### src/rtl/ifu_axi_fetch.sv
// ifu_axi_fetch: single-outstanding instruction fetch over an AXI4-lite style read channel,
// delivering one instruction per execute-stage request.
module ifu_axi_fetch #(
    parameter int                   ISA_WIDTH = 64,
    parameter logic [ISA_WIDTH-1:0] RESET_PC  = 64'h80000000
) (
    input  logic                 clk,
    input  logic                 rst_n,
    input  logic                 ifetch_req,
    input  logic                 ifetch_taken,
    input  logic [ISA_WIDTH-1:0] ifetch_taken_pc,
    output logic                 IFU_vld,
    output logic [ISA_WIDTH-1:0] IFU_pc,
    output logic [ISA_WIDTH-1:0] IFU_inst,
    output logic [ISA_WIDTH-1:0] axi_AR_ADDR,
    output logic                 axi_AR_VALID,
    input  logic                 axi_AR_READY,
    input  logic [ISA_WIDTH-1:0] axi_R_DATA,
    input  logic                 axi_R_VALID,
    output logic                 axi_R_READY
);
    typedef enum logic [1:0] {S_AR, S_R, S_WAIT} state_t;
    state_t               state, state_n;
    logic [ISA_WIDTH-1:0] pc, pc_n, ipc_n, inst_n;
    logic                 vld_n, armed;
    logic [31:0]          word;
    // armed keeps AR_VALID low while in reset even though the reset state is S_AR
    assign axi_AR_VALID = armed && state == S_AR;
    assign axi_AR_ADDR  = axi_AR_VALID ? {pc[ISA_WIDTH-1:3], 3'b0} : '0;
    assign axi_R_READY  = state == S_R;
    assign word         = pc[2] ? axi_R_DATA[63:32] : axi_R_DATA[31:0];
    always_ff @(posedge clk or negedge rst_n) begin
        if (!rst_n) begin
            state    <= S_AR;
            pc       <= RESET_PC;
            armed    <= 1'b0;
            IFU_vld  <= 1'b0;
            IFU_pc   <= RESET_PC;
            IFU_inst <= '0;
        end else begin
            state    <= state_n;
            pc       <= pc_n;
            armed    <= 1'b1;
            IFU_vld  <= vld_n;
            IFU_pc   <= ipc_n;
            IFU_inst <= inst_n;
        end
    end
    always_comb begin
        state_n = state;
        pc_n    = pc;
        vld_n   = 1'b0;
        ipc_n   = IFU_pc;
        inst_n  = IFU_inst;
        case (state)
            S_AR: state_n = (axi_AR_VALID && axi_AR_READY) ? S_R : S_AR;
            S_R: begin
                if (axi_R_VALID) begin
                    state_n = S_WAIT;
                    vld_n   = 1'b1;
                    ipc_n   = pc;
                    inst_n  = {{(ISA_WIDTH-32){1'b0}}, word};
                end
            end
            S_WAIT: begin
                if (ifetch_req) begin
                    state_n = S_AR;
                    pc_n    = ifetch_taken ? ifetch_taken_pc : pc + ISA_WIDTH'(4);
                end
            end
            default: state_n = S_AR;
        endcase
    end
endmodule
### config.mk
export PLATFORM = sky130hd
export DESIGN_NAME = ifu_axi_fetch
export DESIGN_NICKNAME = d
export VERILOG_FILES = /design/src/rtl/ifu_axi_fetch.sv
export SDC_FILE = /design/constraint.sdc
export NUM_CORES = 1
export LEC_CHECK = 0
export BUFFER_PORTS_ARGS = -buffer_cell sky130_fd_sc_hd__buf_2
export CAP_MARGIN = 20
export CORE_MARGIN = 2
export CORE_UTILIZATION = 50
export DETAILED_ROUTE_END_ITERATION = 12
export GPL_ROUTABILITY_DRIVEN = 0
export GPL_TIMING_DRIVEN = 0
export PLACE_DENSITY = 0.82
export SYNTH_ARGS = -nofsm -noshare
export SYNTH_HDL_FRONTEND = slang
export SYNTH_SLANG_ARGS = --single-unit
### constraint.sdc
create_clock -name clk -period 5.8 [get_ports clk]
set_input_delay 0.29 -clock clk [delete_from_list [all_inputs] [get_ports clk]]
set_output_delay 0.29 -clock clk [all_outputs]
set_load 0.02 [all_outputs]
==> flow_summary.ini <==
[outcome]
status = completed

[detailed_routing]
wl_per_cell_um = 20.76
antenna_violating_nets_left = 0
drc_errors = 0
finalWirelength_mm = 33.36
detailedRoute.firstPassIterationCount = 6
first_iter_violations = 1327
vias_per_cell = 6.004
via_count = 9648

[timing]
max_slew.worst_pin.slew_ps = 1059
slew_viol_final = 0
finalSetupViolations = 0
fin_worst_hold_slack_ps = 65.38
final_min_period_over_clock_period = 0.5829
maxSlewHeadroom = 0.2873
rsz_0062_raised_after_global_routing = false
max_freq_mhz = 295.8
final-hold-violation-count = 0
totalNegativeSetupSlack_ps = 0
finalWorstPathRequiredPeriod_ps = 3381
final.setup_skew_ps = 8.400

[place]
port_buffers = 293
placed_cells = 1571
dpl.hpwl_mm = 24.12

[synth]
ys.flop_type = sky130_fd_sc_hd__dfrtp_1
synth_enable_flop_cells = 0
synth.ff_latch_count = 164
synth_commonest_cells = sky130_fd_sc_hd__dfrtp_1, sky130_fd_sc_hd__nand2_1, sky130_fd_sc_hd__o21ai_0
yosys.area.top_type = sky130_fd_sc_hd__dfrtp_1
mappedNetlistArea_mm2 = 0.009390
synth_async_sr_flop_share = 1.000
yosys-top-cells-area = sky130_fd_sc_hd__dfrtp_1, sky130_fd_sc_hd__mux2_2, sky130_fd_sc_hd__mux2i_1
syn_inst = 1008
synth_top_area_share = 0.4317
ys_warn_count = 0
syn-mean-instance-area_um2 = 9.316
netlist-cell-type-count = 59
yosysSeqAreaShare = 0.4373
cell_with_the_most_instances_after_synthesis = sky130_fd_sc_hd__dfrtp_1

[worst_hold_path]
hold_path.class = in2reg

[clock_network]
numClockSinks = 164
clk-insertion-delay-late_ps = 440
post_cts_setup_buffers = 0
cts.clk_slew.worst_paths_ps = 70
cts-buffers-inserted = 17
clk_root_buffer_cell = sky130_fd_sc_hd__clkbuf_16
cts_tree = yes
resized_after_cts = 0
max-clock-path-buffers = 2
cts_htree_levels = 4

[die]
num_rows = 50
ioPinCount = 329
die-height_um = 141.0
die-area_mm2 = 0.01989
die-width_um = 141.0
initial_core_util = 0.5054
core_area_mm2 = 0.01858

[critical_path]
crit_path_max_fanout = 10
critPathSlowestCell = sky130_fd_sc_hd__nor3_1
critPathKind = reg2reg
worstPathArrival_ps = 3690
critical_path.top_delay_family = simple AND/OR/NAND/NOR gates
path_cells = buf_2 -> nand3_1 -> nor3_1 -> nand4_1 -> o211ai_1 -> or3b_2
cp-end-kind = flip-flop
worst-endpoint-required_ps = 6110
critical_path_buf_inv_count = 1
crit_path_max_incr_delay_ps = 880
critical_path.startpoint_type = flip-flop

[final_layout]
seq_area_mm2 = 0.004106
finish.cell_count_without_fillers = 1607
layout.nets = 1492
num-fill-cells = 1572
multiInputGateArea_mm2 = 0.004708
drive_above_1_share = 0.3372
syn2layout_area_growth_pct = 27.67

[grt]
pin_count_of_the_biggest_net_entering_global_routing = 88
initial_antenna_violation_count = 2
grt_first_pass_wirelength_mm = 49.34
first_global_vias = 8928
global_route.usage.total = 0.3223
grt_remaining_overflow = 0

[flow_run]
max_cap_viol_count = 0

[power]
power.density_mw_per_mm2 = 431.4
p_total_mw = 5.172
cellLeakagePower_nw = 5.551
ir_worst_vdd_v = 0.0002321
==> stage by stage <==
step	area [um^2]	utilization	setup slack, ps
finish	11990	0.6453	2419
global route	11990	0.6451	2472
CTS	11980	0.6448	2700
detailed placement	11330	0.6098	2718
global placement	11280	0.6069	1822
floorplan	9518	-	3372
==> routing by layer <==
metal  track usage  share of wire  up-vias
met5             0              0        -
met4        0.1337          0.045        0
met3       0.08764           0.11      135
met2        0.5235           0.47      731
met1        0.4091           0.37     4518
li1              -              -     4264
==> kinds of logic (layout without fill, tap and decap cells) <==
group | after synthesis | in the layout | share of synthesized area
and+or+nand+nor | 419 | 419 | 0.2464
buffers and inverters | 133 | 461 | 0.07542
adders and majority gates | 1 | 1 | 0.001332
DFF | 164 | 164 | 0.4373
muxes | 108 | 108 | 0.1235
other | 2 | 39 | 0.0007998
AOI/OAI and AO/OA | 181 | 181 | 0.1153
==> final timing paths <==
kind,startpoint,to,slack (ps),cells past startpoint
setup / recovery,pc[2],pc[51],2420,6
hold / removal,ifetch_req,state[1],70,2
setup reg to reg,pc[2],pc[51],2420,6
hold reg to reg,IFU_inst[23],IFU_inst[23],480,2
max in group asynchronous,rst_n,pc[40],4460,3
min in group asynchronous,rst_n,IFU_vld,420,2
==> layout by cell type, fill, tap and decap left out, types with 4 or more instances in the layout <==
| cell | instances |
|---|---|
| sky130_fd_sc_hd__buf_2 | 301 |
| sky130_fd_sc_hd__dfrtp_1 | 162 |
| sky130_fd_sc_hd__nand2_1 | 87 |
| sky130_fd_sc_hd__o21ai_0 | 85 |
| sky130_fd_sc_hd__and2_1 | 64 |
| sky130_fd_sc_hd__mux2_2 | 63 |
| sky130_fd_sc_hd__clkbuf_1 | 59 |
| sky130_fd_sc_hd__nand3_1 | 49 |
| sky130_fd_sc_hd__mux2i_1 | 45 |
| sky130_fd_sc_hd__a21oi_1 | 41 |
| sky130_fd_sc_hd__nor2_1 | 40 |
| sky130_fd_sc_hd__buf_4 | 36 |
| sky130_fd_sc_hd__conb_1 | 36 |
| sky130_fd_sc_hd__and3_1 | 33 |
| sky130_fd_sc_hd__nor3_1 | 30 |
| sky130_fd_sc_hd__nand4_1 | 22 |
| sky130_fd_sc_hd__or3_1 | 17 |
| sky130_fd_sc_hd__clkbuf_16 | 17 |
| sky130_fd_sc_hd__nor4_1 | 16 |
| sky130_fd_sc_hd__and4_1 | 14 |
| sky130_fd_sc_hd__nor2b_1 | 13 |
| sky130_fd_sc_hd__buf_1 | 11 |
| sky130_fd_sc_hd__inv_1 | 9 |
| sky130_fd_sc_hd__buf_6 | 8 |
| sky130_fd_sc_hd__or4_1 | 8 |
| sky130_fd_sc_hd__nand3b_1 | 6 |
| sky130_fd_sc_hd__a221oi_1 | 6 |
| sky130_fd_sc_hd__inv_6 | 6 |
| sky130_fd_sc_hd__a32oi_1 | 5 |
| sky130_fd_sc_hd__or2_2 | 5 |
| sky130_fd_sc_hd__o211ai_1 | 5 |
| sky130_fd_sc_hd__a311oi_1 | 5 |
| sky130_fd_sc_hd__a22oi_1 | 4 |
| sky130_fd_sc_hd__o22a_1 | 4 |
| sky130_fd_sc_hd__a31oi_1 | 4 |
| sky130_fd_sc_hd__a211oi_1 | 4 |
| sky130_fd_sc_hd__bufinv_16 | 4 |
==> layout make-up <==
cell class	instances	area share
sequential	164	0.3425
multi-input combinational	745	0.3927
inverter	10	0.003131
timing repair buffer	296	0.1272
clock buffer	17	0.03548
antenna	3	0.0006262
buffer	123	0.05594
tap	234	0.02442
clock inverter	15	0.01795
==> power by group <==
part           leakage (nW)  internal, mW  switching [mW]
sequential             1.87          1.54           0.289
combinational          3.36         0.784            1.31
clock                 0.316         0.734           0.518
==> registers in the layout, summed over array words and instances, names as in the netlist <==
signal and cells:
IFU_pc 64, pc 64, IFU_inst 32, state 2
IFU_vld 1, armed 1
==> timing repair <==
| item | CTS | global route |
|---|---|---|
| endpoints found under the setup margin | 0 | 0 |
| hold buffers | 1 | 0 |
| hold endpoints to repair | 77 | 0 |
No activity file was read; power rests on OpenSTA's default activity.
